--- src/rtl/cp0_reg_if.sv ---
// MTC0 write port and MFC0 read port of the CP0 register file.
// The master side (WB stage / pipeline) drives the write and read address; the slave returns read data.
interface cp0_reg_if;
  logic        we_i;
  logic [4:0]  waddr_i;
  logic [31:0] data_i;
  logic [4:0]  raddr_i;
  logic [31:0] data_o;

  modport master (output we_i, output waddr_i, output data_i, output raddr_i, input data_o);
  modport slave  (input we_i, input waddr_i, input data_i, input raddr_i, output data_o);
endinterface

--- src/rtl/cp0_reg.sv ---
// Coprocessor-0 register file: MTC0/MFC0 with WB forwarding, exception/ERET commit, Count/Compare timer.
// Optional timer is built only when CP0_TIMER_EN is defined.
module cp0_reg #(
  parameter logic [31:0] PRID         = 32'h004c_0102,
  parameter logic [31:0] STATUS_RESET = 32'h1000_0000,
  parameter logic [31:0] CONFIG_RESET = 32'h0000_8000
) (
  input  logic        clk,
  input  logic        rst,
  cp0_reg_if.slave    bus,
  input  logic [5:0]  int_i,
  input  logic [31:0] excepttype_i,
  input  logic [31:0] current_inst_addr_i,
  input  logic        is_in_delayslot_i,
  output logic [31:0] count_o,
  output logic [31:0] compare_o,
  output logic [31:0] status_o,
  output logic [31:0] cause_o,
  output logic [31:0] epc_o,
  output logic [31:0] config_o,
  output logic [31:0] prid_o,
  output logic        timer_int_o
);

  localparam logic [4:0] REG_COUNT   = 5'd9;
  localparam logic [4:0] REG_COMPARE = 5'd11;
  localparam logic [4:0] REG_STATUS  = 5'd12;
  localparam logic [4:0] REG_CAUSE   = 5'd13;
  localparam logic [4:0] REG_EPC     = 5'd14;
  localparam logic [4:0] REG_PRID    = 5'd15;
  localparam logic [4:0] REG_CONFIG  = 5'd16;

  // Software-writable Cause bits: IV, WP, IP[1:0]
  localparam logic [31:0] CAUSE_WMASK = 32'h00C0_0300;

  logic [31:0] status_q;
  logic [31:0] cause_q;
  logic [31:0] epc_q;

  logic        exc_take;
  logic        exc_eret;
  logic [4:0]  exc_code;

  always_comb begin
    exc_take = 1'b1;
    exc_eret = 1'b0;
    exc_code = 5'h00;
    case (excepttype_i)
      32'h0000_0001: exc_code = 5'h00;
      32'h0000_0008: exc_code = 5'h08;
      32'h0000_000a: exc_code = 5'h0a;
      32'h0000_000d: exc_code = 5'h0d;
      32'h0000_000c: exc_code = 5'h0c;
      32'h0000_000e: begin exc_take = 1'b0; exc_eret = 1'b1; end
      default:       exc_take = 1'b0;
    endcase
  end

  // MTC0 is applied first; the exception commit afterwards overrides only the fields it owns.
  always_ff @(posedge clk or posedge rst) begin
    if (rst) begin
      status_q <= STATUS_RESET;
      cause_q  <= 32'h0;
      epc_q    <= 32'h0;
    end else begin
      cause_q[15:10] <= int_i;
      if (bus.we_i) begin
        case (bus.waddr_i)
          REG_STATUS: status_q <= bus.data_i;
          REG_CAUSE: begin
            cause_q[9:8]   <= bus.data_i[9:8];
            cause_q[23:22] <= bus.data_i[23:22];
          end
          REG_EPC:    epc_q <= bus.data_i;
          default: ;
        endcase
      end
      if (exc_take) begin
        if (!status_q[1]) begin
          epc_q       <= is_in_delayslot_i ? current_inst_addr_i - 32'd4 : current_inst_addr_i;
          cause_q[31] <= is_in_delayslot_i;
        end
        status_q[1]  <= 1'b1;
        cause_q[6:2] <= exc_code;
      end else if (exc_eret) begin
        status_q[1] <= 1'b0;
      end
    end
  end

`ifdef CP0_TIMER_EN
  logic [31:0] count_q;
  logic [31:0] compare_q;
  logic        timer_int_q;

  // A Count load replaces the increment; a Compare load clears the interrupt even on a same-cycle match.
  always_ff @(posedge clk or posedge rst) begin
    if (rst) begin
      count_q     <= 32'h0;
      compare_q   <= 32'h0;
      timer_int_q <= 1'b0;
    end else begin
      count_q <= count_q + 32'd1;
      if ((compare_q != 32'h0) && (count_q == compare_q))
        timer_int_q <= 1'b1;
      if (bus.we_i) begin
        case (bus.waddr_i)
          REG_COUNT:   count_q <= bus.data_i;
          REG_COMPARE: begin
            compare_q   <= bus.data_i;
            timer_int_q <= 1'b0;
          end
          default: ;
        endcase
      end
    end
  end

  assign count_o     = count_q;
  assign compare_o   = compare_q;
  assign timer_int_o = timer_int_q;
`else
  assign count_o     = 32'h0;
  assign compare_o   = 32'h0;
  assign timer_int_o = 1'b0;
`endif

  assign status_o = status_q;
  assign cause_o  = cause_q;
  assign epc_o    = epc_q;
  assign config_o = CONFIG_RESET;
  assign prid_o   = PRID;

  logic [31:0] rd_sel;

  always_comb begin
    rd_sel = 32'h0;
    case (bus.raddr_i)
      REG_COUNT:   rd_sel = count_o;
      REG_COMPARE: rd_sel = compare_o;
      REG_STATUS:  rd_sel = status_q;
      REG_CAUSE:   rd_sel = cause_q;
      REG_EPC:     rd_sel = epc_q;
      REG_PRID:    rd_sel = PRID;
      REG_CONFIG:  rd_sel = CONFIG_RESET;
      default:     rd_sel = 32'h0;
    endcase
  end

  // Same-cycle WB forwarding; a forwarded Cause shows only the writable bits merged in.
  always_comb begin
    if (rst)
      bus.data_o = 32'h0;
    else if (bus.we_i && (bus.waddr_i == bus.raddr_i))
      bus.data_o = (bus.raddr_i == REG_CAUSE)
                 ? ((cause_q & ~CAUSE_WMASK) | (bus.data_i & CAUSE_WMASK))
                 : bus.data_i;
    else
      bus.data_o = rd_sel;
  end

endmodule

--- src/flat_wrapper.sv ---
// flat-port wrapper written by rule: the top's interface ports become plain ports
module cp0_reg_flat 
#(
  parameter logic [31:0] PRID         = 32'h004c_0102,
  parameter logic [31:0] STATUS_RESET = 32'h1000_0000,
  parameter logic [31:0] CONFIG_RESET = 32'h0000_8000
)
  (clk, rst, int_i, excepttype_i, current_inst_addr_i, is_in_delayslot_i, count_o, compare_o, status_o, cause_o, epc_o, config_o, prid_o, timer_int_o, bus_we_i, bus_waddr_i, bus_data_i, bus_raddr_i, bus_data_o);
  cp0_reg_if bus_i ();
  input  logic clk;
  input  logic rst;
  input  logic [5:0] int_i;
  input  logic [31:0] excepttype_i;
  input  logic [31:0] current_inst_addr_i;
  input  logic is_in_delayslot_i;
  output logic [31:0] count_o;
  output logic [31:0] compare_o;
  output logic [31:0] status_o;
  output logic [31:0] cause_o;
  output logic [31:0] epc_o;
  output logic [31:0] config_o;
  output logic [31:0] prid_o;
  output logic timer_int_o;
  input wire logic [$bits(bus_i.we_i)-1:0] bus_we_i;
  input wire logic [$bits(bus_i.waddr_i)-1:0] bus_waddr_i;
  input wire logic [$bits(bus_i.data_i)-1:0] bus_data_i;
  input wire logic [$bits(bus_i.raddr_i)-1:0] bus_raddr_i;
  output wire logic [$bits(bus_i.data_o)-1:0] bus_data_o;
  assign bus_i.we_i = bus_we_i;
  assign bus_i.waddr_i = bus_waddr_i;
  assign bus_i.data_i = bus_data_i;
  assign bus_i.raddr_i = bus_raddr_i;
  assign bus_data_o = bus_i.data_o;
  cp0_reg #(.PRID(PRID), .STATUS_RESET(STATUS_RESET), .CONFIG_RESET(CONFIG_RESET)) u_core (.clk(clk), .rst(rst), .bus(bus_i), .int_i(int_i), .excepttype_i(excepttype_i), .current_inst_addr_i(current_inst_addr_i), .is_in_delayslot_i(is_in_delayslot_i), .count_o(count_o), .compare_o(compare_o), .status_o(status_o), .cause_o(cause_o), .epc_o(epc_o), .config_o(config_o), .prid_o(prid_o), .timer_int_o(timer_int_o));
endmodule
--- config.mk ---
export PLATFORM = sky130hd
export DESIGN_NAME = cp0_reg_flat
export DESIGN_NICKNAME = d
export VERILOG_FILES = /design/src/rtl/cp0_reg_if.sv /design/src/rtl/cp0_reg.sv /design/src/flat_wrapper.sv
export SDC_FILE = /design/constraint.sdc
export NUM_CORES = 1
export LEC_CHECK = 0
export ABC_CLOCK_PERIOD_IN_PS = 3050
export BUFFER_PORTS_ARGS = -buffer_cell sky130_fd_sc_hd__buf_2
export CORE_AREA = 2 2 145 147
export CTS_CLUSTER_SIZE = 28
export DETAILED_ROUTE_END_ITERATION = 8
export DIE_AREA = 0 0 147 149
export GPL_TIMING_DRIVEN = 0
export PLACE_DENSITY = 0.64
export RECOVER_POWER = 25
export SYNTH_ARGS = -nofsm -noshare
export SYNTH_HDL_FRONTEND = slang
export SYNTH_SLANG_ARGS = --single-unit
export TNS_END_PERCENT = 10
--- constraint.sdc ---
create_clock -name clk -period 3.05 [get_ports clk]
set_input_delay 0.305 -clock clk [delete_from_list [all_inputs] [get_ports clk]]
set_output_delay 0.305 -clock clk [all_outputs]
set_load 0.1 [all_outputs]
; After elaboration in Yosys (flattened, before gate mapping)
; Index checks and enable logic that the tools add are counted.
[classes]
bitwise_logic = 2
mux = 16
addsub = 1
n_reduce_logical = 8
eq_ne = 15
[ops]
columns = operator, n
row1 = $mux 32, 8
row2 = $eq 32x4->1 const B, 5
row3 = $pmux 32 s5, 1
row4 = $eq 5x4->1 const B, 7
row5 = $eq 32x1->1 const B, 1
row6 = $or 32x24->32, 1
row7 = $sub 32x3->32 const B, 1
row8 = $pmux 4 s4, 1
row9 = $reduce_and 2->1, 4
row10 = $reduce_bool 3->1, 2
row11 = $eq 5x5->1, 1
row12 = $eq 5x5->1 const B, 1
row13 = $reduce_or 5->1, 1
row14 = $mux 1, 4
row15 = $mux 2, 2
row16 = $logic_and 1x1->1, 1
row17 = $not 1->1, 1
[word_totals]
regBits = 80
output_inout_bits = 257
inputBits = 116

; Logic depth before layout (Yosys ltp)
; Gate-level depths: netlist of run 1.
[logic_depth]
depth_word = 5
depth_mapped = 8
ltp_nobuf = 7

; Worst setup path after synthesis of run 1
; No wires, ideal clock.
[synth_path]
path_type = input-to-output
start = in bus_raddr_i[0]
end = out bus_data_o[10]
n_path_buf = 3
arrival_time_ns = 3.922
required_ns = 2.745
stages = 8
setup_slack_ns = -1.177
path_cell_list = clkbuf_1 -> xor2_1 -> nor4_1 -> and2_1 -> clkbuf_1 -> clkbuf_1 -> a21oi_1 -> a311oi_1
[synth_between]
elab_chain_len = 4
word_cells_on_any_way = 11
classes_between = eq/ne (6) / mux (4) / reduce/logical (1)
[synth_lines]
columns = element, line
row1 = start: declaration, flat_wrapper.sv:27  ; input wire logic [$bits(bus_i.raddr_i)-1:0] bus_raddr_i;
row2 = $eq 5x5->1 (tied with other cells), cp0_reg.sv:138  ; case (bus.raddr_i)
row3 = $pmux 32 s5 (tied with other cells), cp0_reg.sv:138
row4 = $mux 32 (*), cp0_reg.sv:154  ; else if (bus.we_i && (bus.waddr_i == bus.raddr_i))
row5 = $mux 32 (*), cp0_reg.sv:152  ; if (rst)
row6 = end: declaration, flat_wrapper.sv:28  ; output wire logic [$bits(bus_i.data_o)-1:0] bus_data_o;
; Every way passes the cells marked *; elsewhere a longest branch is shown, timed or not.

; Final worst setup path of run 1
[layout_path]
start = in bus_raddr_i[4]
end = out bus_data_o[16]
; The elaborated chain is that of the path after synthesis.

==> results of run 1 <==
[registers in the layout, summed over array words and instances (netlist names)]
register / cells
u_core.epc_o: 32
u_core.status_o: 32
u_core.cause_o: 15
[metrics by stage]
| stage | std cells | total power, mW | setup slack, ps | utilization |
|---|---|---|---|---|
| after CTS | 1373 | 5.56 | 9.79 | 0.424 |
| after floorplan | 859 | 3.99 | -435 | - |
| after global placement | 1356 | 4.43 | -1010 | 0.406 |
| after global routing | 1371 | 5.74 | -74.2 | 0.425 |
| final | 1372 | 5.54 | 26.1 | 0.425 |
| after detailed placement | 1357 | 4.45 | -396 | 0.407 |
[worst min path at each step]
stage	depth (start not counted)	end	slack, ps	from
detailed placement	1	u_core.cause_o[12]$_DFF_PP0_	410	int_i[2]
CTS	1	u_core.cause_o[15]$_DFF_PP0_	40	int_i[5]
floorplan	0	u_core.cause_o[10]$_DFF_PP0_	340	int_i[0]
global route	1	u_core.cause_o[11]$_DFF_PP0_	40	int_i[1]
finish	1	u_core.cause_o[15]$_DFF_PP0_	50	int_i[5]
global placement	1	u_core.cause_o[14]$_DFF_PP0_	410	int_i[4]
[logic make-up (layout without fill, tap and decap cells)]
kind of cell / count (synthesis) / in the layout / share of synthesized area
and+or+nand+nor: 196 / 196 / 0.160
buffers and inverters: 194 / 431 / 0.206
AOI/OAI and AO/OA: 129 / 129 / 0.130
muxes: 81 / 81 / 0.140
DFF: 79 / 79 / 0.315
xor gates and xnor gates: 33 / 33 / 0.0460
other: 2 / 147 / 0.00120
adders and majority gates: 1 / 1 / 0.00199
[routing by layer]
layer / GRT usage / part of all wire
met2: 0.339 / 0.48
met3: 0.0535 / 0.075
met4: 0.0630 / 0.017
met5: 0 / 0.00056
met1: 0.267 / 0.43
[critical path: stages]
cell and delay, ps:
buf_2 120, nand3b_1 550, nor3b_2 580, clkbuf_2 350, a22o_1 190, a22oi_1 60
nor2_1 100, buf_2 450
[cells in the mapped netlist (3+ instances only)]
cell type  count  share of area
a22o_1        14          0.020
or2_2          4         0.0040
nand3b_1       4         0.0048
nand3_1       11         0.0088
a22oi_1       14          0.017
nor3b_1        3         0.0036
nor2_1        50          0.030
nor4_1        16          0.016
xnor2_1       11          0.015
xor2_1        22          0.031
nor3_1        14          0.011
a21oi_1       47          0.037
and3_1         4         0.0040
dfrtp_1       78           0.31
nor2b_1        3         0.0030
nand2_1       56          0.033
mux2_2        55          0.099
buf_4        146           0.17
mux2i_1       26          0.041
buf_2          6         0.0048
a211o_1        3         0.0042
o21ai_0       30          0.024
or3_1          7         0.0070
a311oi_1      10          0.014
inv_1          5         0.0030
or4_1          5         0.0060
and2_1         3         0.0030
clkbuf_1      35          0.021
[layout by cell type (no fill, tap or decap), drive strengths merged, types with 14 or more instances in the layout]
cell type	instances
a22oi	14
a21oi	48
mux2	55
mux2i	26
nand2	56
a22o	14
dfrtp	78
xor2	22
conb	146
buf	365
o21ai	30
nor3	14
clkbuf	54
nor2	50
nor4	18
[power by group]
| part | internal (mW) | switching, mW |
|---|---|---|
| combinational | 0.517 | 2.55 |
| clock | 0.569 | 0.527 |
| sequential | 1.23 | 0.143 |
| total | 2.31 | 3.22 |
[area by class of cell]
type | count | area [sq um]
Buffer | 187 | 1270
Clock inverter | 7 | 61.3
Multi-Input combinational cell | 586 | 3650
Antenna cell | 1 | 2.50
Clock buffer | 9 | 225
Sequential cell | 79 | 1980
Timing Repair Buffer | 223 | 1180
Inverter | 5 | 20.0
Fill cell | 2123 | 11800
Tap cell | 275 | 344
[repair_timing]
| item | 4_1_cts | 5_1_grt |
|---|---|---|
| buffers inserted | 0 | 0 |
| endpoints found under the setup margin | 29 | 29 |
| gates cloned | 0 | 0 |
| pin swaps | 0 | 0 |
| resized for setup | 25 | 16 |
==> results.yml, run 1 <==
status:
  run_status: "finished clean"
cts:
  cts_buffers: 9
  cts_tree: "yes"
  numClockSinks: 79
  cts_hold_buffers: 0
  clk_pin_slew_ps: 80
  h-tree-depth: 3
  clock-root-buffer: "clkbuf_16"
  clockBufferDepth: 2
  clk-insertion-delay-late_ps: 350
yosys:
  synth_cell_type_count: 53
  syn_avg_cell_area_sq_um: 8.78
  syn_area_sq_um: 6280
  synth_top_flop_cell: "dfrtp_1"
  yosys_register_bits: 79
  synth_edf_count: 0
  ys_seq_area_frac: 0.315
  synth-async-reset-ratio: 1.00
  synth_cells: 715
  ys.warnings.count: 16
timing:
  whs_ps: 48.7
  drv_slew: 0
  fin_crit_sh: 0.991
  final-setup-viol-count: 0
  period_minus_slack_ps: 3020
  clock_skew_ps: 15.1
  slew-limit-headroom: 0.131
  tns_ps: 0
  rsz0062_at_grt: "true"
  hold_viol: 0
  timing.fmax_mhz: 331
  worstMarginPinSlew_ps: 1300
floorplanning:
  num_rows: 53
  die_y_microns: 149
  io_pins: 373
  start_util: 0.306
  core_region_area_sq_um: 20600
  die_area_sq_um: 21900
  die_w_microns: 147
final_layout:
  drive_above_1_share: 0.442
  fin_nets: 1208
  postLayoutCellArea_sq_um: 8740
  syn_to_final_growth_pct: 39.1
critical_path:
  path_class: "input pin to output pin"
  crit-reg2reg-capture: "u_core.epc_o[25]$_DFF_PP0_"
  r2r_slack_ps: 770
  arrival_ps: 2720
  cp.required_ps: 2740
  cp-end-kind: "output pin"
  critical_path.max_fanout: 10
  r2r_start: "u_core.status_o[1]$_DFFE_PP0P_"
  reg2reg_depth: 5
  startpoint_type: "input pin"
  crit_end: "bus_data_o[16]"
  crit_path_start: "bus_raddr_i[4]"
place:
  gp_congestion: 0.797
  port_buffers: 222
  hpwl_microns: 18600
  placed_area_sq_um: 8370
flow_run:
  drv_cap: 0
grt:
  grt_max_degree: 53
  grt_pass1_wl_microns: 34400
  grt_usage: 0.206
  antenna_found_initial: 2
  gr-total-overflow: 0
  grt_pass1_vias: 5811
power_and_ir_drop:
  p_leak_nw: 4.45
  irDropWorstVdd_mv: 0.435
  p_per_area_nw_per_um2: 634
route:
  antenna_left: 0
  vias: 6137
  wl_per_cell_microns: 17.0
  drt_iter0_drc: 328
  route.detailed.drc: 0
  viasPerCell: 4.47
  drtPass1Iterations: 4
  routed_wl_microns: 23300
worst_hold_path:
  hold_path_class: "input pin to flop"
(Power assumes the default switching activity.)
==> run 2: changes to the inputs <==
Settings changed: BUFFER_PORTS_ARGS -buffer_cell sky130_fd_sc_hd__buf_2 to default, DONT_BUFFER_PORTS from default to 1, PLACE_DENSITY 0.64 to 0.49.
==> results.yml, run 2 (synthesized netlist as in run 1, its figures left out) <==
cts:
  clock-root-buffer: "clkbuf_16"
  clk_pin_slew_ps: 60
  numClockSinks: 79
  clockBufferDepth: 2
  cts_tree: "yes"
  clk-insertion-delay-late_ps: 350
  cts_buffers: 9
  h-tree-depth: 3
route:
  drtPass1Iterations: 4
  route.detailed.drc: 0
  viasPerCell: 4.63
  vias: 5358
  routed_wl_microns: 22600
  drt_iter0_drc: 225
  wl_per_cell_microns: 19.5
  antenna_left: 0
place:
  dp_slack_ps: -985
  gp_congestion: 0.817
  port_buffers: 0
  hpwl_microns: 18100
timing:
  worstMarginPinSlew_ps: 1330
  timing.final.ws_setup_ps: 43.6
  drv_slew: 0
  tns_ps: 0
  period_minus_slack_ps: 3010
  hold_viol: 0
  clock_skew_ps: 5.10
  rsz0062_at_grt: "true"
  timing.fmax_mhz: 333
  slew-limit-headroom: 0.112
  final-setup-viol-count: 0
  fin_crit_sh: 0.986
floorplanning:
  num_rows: 53
  core_region_area_sq_um: 20600
  start_util: 0.306
  die_area_sq_um: 21900
  die_w_microns: 147
  io_pins: 373
  die_y_microns: 149
power_and_ir_drop:
  power_frac_comb: 0.267
  clockPowerShare: 0.225
  switching_share: 0.569
  p_leak_nw: 3.51
  power_frac_seq: 0.508
  p_int_mw: 2.34
  p_per_area_nw_per_um2: 673
  irDropWorstVdd_mv: 0.332
  p_switching_mw: 3.09
critical_path:
  cp-end-kind: "output pin"
  cp.required_ps: 2740
  path_class: "input pin to output pin"
  critical_path.max_fanout: 10
  arrival_ps: 2700
  reg2reg_depth: 5
  r2r_slack_ps: 250
  startpoint_type: "input pin"
grt:
  gr-total-overflow: 0
  grt_max_degree: 59
  antenna_found_initial: 0
  grt_usage: 0.201
  grt_pass1_vias: 5170
  grt_pass1_wl_microns: 33200
status:
  run_status: "finished clean"
worst_hold_path:
  hold_path_class: "input pin to flop"
  holdPathStages: 2
final_layout:
  n_antenna_cell: 0
  post-route-util: 0.392
  syn_to_final_growth_pct: 28.2
  drive_above_1_share: 0.358
  n_fill_cell: 2132
  mostFrequentLayoutCell: "buf_4"
  fin_nets: 995
  final_cell_mix: "buf_4, conb_1, nand2_1"
flow_run:
  drv_cap: 0
-- run 2: changes by cell type in the layout (fill, tap and decap cells not counted), sizes merged --
cell and delta:
dlygate4sd3 +6, inv -4, diode -1, bufinv +2, buf -210, clkbuf -5
clkinvlp -2
-- run 2: timing repair --
action / in CTS / in global routing
gates cloned: 0 / 0
setup endpoints to repair: 29 / 28
hold endpoints to repair: 6 / 0
buffers inserted: 0 / 0
pin swaps: 12 / 11
hold buffers: 6 / 0
resized for setup: 45 / 34
-- run 2: final cells by class --
type / instances / area, sq um / area share
timing repair buffer: 8 / 103 / 0.0127
buffer: 189 / 1300 / 0.162
clock inverter: 3 / 65.1 / 0.00808
tap: 275 / 344 / 0.0427
clock buffer: 13 / 260 / 0.0323
sequential: 79 / 2020 / 0.251
inverter: 5 / 20.0 / 0.00249
multi-input combinational: 586 / 3940 / 0.489
-- run 2: stage by stage --
stage                     cell area [sq um]  cells  hold slack, ps  power (mW)
after floorplan                        6890    859             336        3.99
after global placement                 7230   1134             336        4.16
after detailed placement               7440   1135             336        4.19
after CTS                              7990   1157            66.5        5.44
after global routing                   8060   1158            90.4        5.60
final                                  8060   1158            82.3        5.43
-- run 2: worst max-delay path, stage by stage --
cell and delay [ps]:
clkbuf_2 170, xor2_1 210, nor4_4 230, and2_1 180
clkbuf_2 200, buf_4 230, a21oi_1 90, a311oi_4 1070
-- run 2: power groups by stage --
stage / combinational, mW / sequential (mW) / clock [mW]
2_1_floorplan: 1.32 / 2.67 / 0
3_3_place_gp: 1.39 / 2.76 / 0
3_5_place_dp: 1.42 / 2.77 / 0
4_1_cts: 1.44 / 2.75 / 1.25
5_1_grt: 1.53 / 2.78 / 1.29
6_report: 1.45 / 2.75 / 1.22
-- run 2: path summary, 6_finish.rpt --
path,from,end
max,bus_raddr_i[0],bus_data_o[31]
min,current_inst_addr_i[0],u_core.epc_o[0]$_DFF_PP0_
max reg2reg,u_core.status_o[1]$_DFFE_PP0P_,u_core.epc_o[15]$_DFF_PP0_
min reg2reg,u_core.cause_o[5]$_DFFE_PP0N_,u_core.cause_o[5]$_DFFE_PP0N_
max in group asynchronous,rst,u_core.epc_o[12]$_DFF_PP0_
min in group asynchronous,rst,u_core.epc_o[25]$_DFF_PP0_
-- run 2: metal layers --
layer,global-route usage,vias up,wire length [microns]
li1,-,2557,-
met1,0.242,2514,8790
met2,0.338,257,11000
met3,0.0609,30,2240
met4,0.0793,0,625
met5,0,-,0
==> run 3: changes to the inputs <==
Settings changed: CORE_AREA 2 2 145 147 to default, CORE_MARGIN from default to 2, CORE_UTILIZATION from default to 30, DIE_AREA 0 0 147 149 to default, PLACE_DENSITY 0.49 to 0.52.
==> results.yml, run 3 (synthesized netlist as in run 1, its figures left out) <==
status:
  run_status: "finished with violations"
  violations: "capacitance limit, slew limit"
critical_path:
  critical_path.max_fanout: 4
  r2r_start: "u_core.status_o[1]$_DFFE_PP0P_"
  cp-end-kind: "output pin"
  startpoint_type: "flop"
  crit_path_start: "u_core.cause_o[31]$_DFFE_PP0P_"
  crit-reg2reg-capture: "u_core.epc_o[30]$_DFF_PP0_"
  cp.required_ps: 2740
  reg2reg_depth: 5
  arrival_ps: 2700
  path_class: "flop to output pin"
  r2r_slack_ps: 300
worst_hold_path:
  hold_path_class: "input pin to flop"
  hold_end: "u_core.epc_o[1]$_DFF_PP0_"
  holdPathStages: 2
  min-delay-start: "current_inst_addr_i[1]"
cts:
  clockBufferDepth: 2
  clock-root-buffer: "clkbuf_16"
  numClockSinks: 79
  h-tree-depth: 3
  cts_buffers: 9
  clk-insertion-delay-late_ps: 350
  cts_tree: "yes"
  clk_pin_slew_ps: 60
  post_cts_buffers: 0
floorplanning:
  die_w_microns: 149
  die_area_sq_um: 22100
  start_util: 0.308
  die_y_microns: 149
  core_region_area_sq_um: 20400
  io_pins: 373
  num_rows: 52
route:
  vias: 5314
  antenna_left: 0
  routed_wl_microns: 22800
  wl_per_cell_microns: 19.8
  drt_iter0_drc: 216
  route.detailed.drc: 0
  drtPass1Iterations: 4
  viasPerCell: 4.62
final_layout:
  final_cell_mix: "buf_4, conb_1, nand2_1, dfrtp_1, mux2_2"
  drive_above_1_share: 0.351
  instances_no_fill: 1151
  fin_nets: 993
  n_antenna_cell: 0
  syn_to_final_growth_pct: 27.2
place:
  dp_cells: 1130
  hpwl_microns: 18300
  gp_congestion: 0.839
  port_buffers: 0
grt:
  grt_usage: 0.199
  grt_pass1_wl_microns: 32600
  gr-total-overflow: 0
  grt_pass1_vias: 4939
  grt_max_degree: 48
  antenna_found_initial: 0
timing:
  final-setup-viol-count: 0
  period_minus_slack_ps: 3010
  rsz0062_at_grt: "true"
  worstMarginPinSlew_ps: 1660
  hold_viol: 0
  fin_crit_sh: 0.987
  slew-limit-headroom: -0.114
  drv_slew: 33
  clock_skew_ps: 8.33
  tns_ps: 0
  timing.fmax_mhz: 332
power_and_ir_drop:
  p_leak_nw: 3.51
  clockPowerShare: 0.210
  power_frac_seq: 0.518
  power_frac_comb: 0.272
  switching_share: 0.581
  p_switching_mw: 3.08
  irDropWorstVdd_mv: 0.357
  p_int_mw: 2.23
  p_per_area_nw_per_um2: 665
  total_power_mw: 5.31
flow_run:
  drv_cap: 1
run 3: changes by cell type in the layout (fill, tap and decap cells not counted), moves of 2 or more:
| cell | change |
|---|---|
| clkinvlp_4 | +2 |
| dfrtp_2 | -10 |
| dfrtp_1 | +10 |
| clkbuf_1 | -3 |
| clkbuf_2 | +2 |
run 3: worst max-delay path by stage:
stage / to / slack, ps / cells past startpoint
3_5_place_dp: bus_data_o[15] / -890 / 8
4_1_cts: bus_data_o[31] / -70 / 4
3_3_place_gp: bus_data_o[9] / -1140 / 8
6_report: bus_data_o[31] / 40 / 4
5_1_grt: bus_data_o[5] / -60 / 4
2_1_floorplan: bus_data_o[18] / -430 / 8
run 3: power by group through the flow:
stage,clock (mW),sequential [mW],combinational (mW)
floorplan,0,2.67,1.32
global placement,0,2.76,1.39
detailed placement,0,2.77,1.42
CTS,1.16,2.76,1.44
global route,1.19,2.78,1.52
finish,1.11,2.75,1.45
run 3: final cells by class:
class,instances,area [sq um]
clock buffers,11,243
well taps,270,338
plain buffers,188,1300
inverters,5,20.0
clock inverters,5,58.8
flip-flops and latches,79,2010
multi-input cells,586,3940
fillers,2061,12400
repair buffers,7,87.6
run 3: metal layers:
metal	GRT usage	share of wire
met1	0.244	0.40
met2	0.326	0.48
met3	0.0758	0.11
met4	0.0576	0.019
met5	0	0
run 3: through the flow:
step | instance area (sq um) | setup slack (ps) | utilization | hold slack (ps)
2_1_floorplan | 6890 | -435 | - | 336
3_3_place_gp | 7230 | -1140 | 0.355 | 336
3_5_place_dp | 7430 | -890 | 0.365 | 336
4_1_cts | 7970 | -74.6 | 0.391 | 54.6
5_1_grt | 7990 | -60.2 | 0.392 | 84.5
6_report | 7990 | 40.9 | 0.392 | 77.0
run 3: timing repair:
| action | in CTS | in global routing |
|---|---|---|
| pin swaps | 12 | 4 |
| hold endpoints to repair | 6 | 0 |
| gates resized for setup | 53 | 22 |
| hold buffers | 6 | 0 |
| setup endpoints to repair | 32 | 27 |
run 3: worst max-delay path, cell delays in order (launching register included):
cell      delay (ps)
dfrtp_1          990
nand2_1           90
o21ai_0          130
a21oi_1          130
a311oi_4        1020
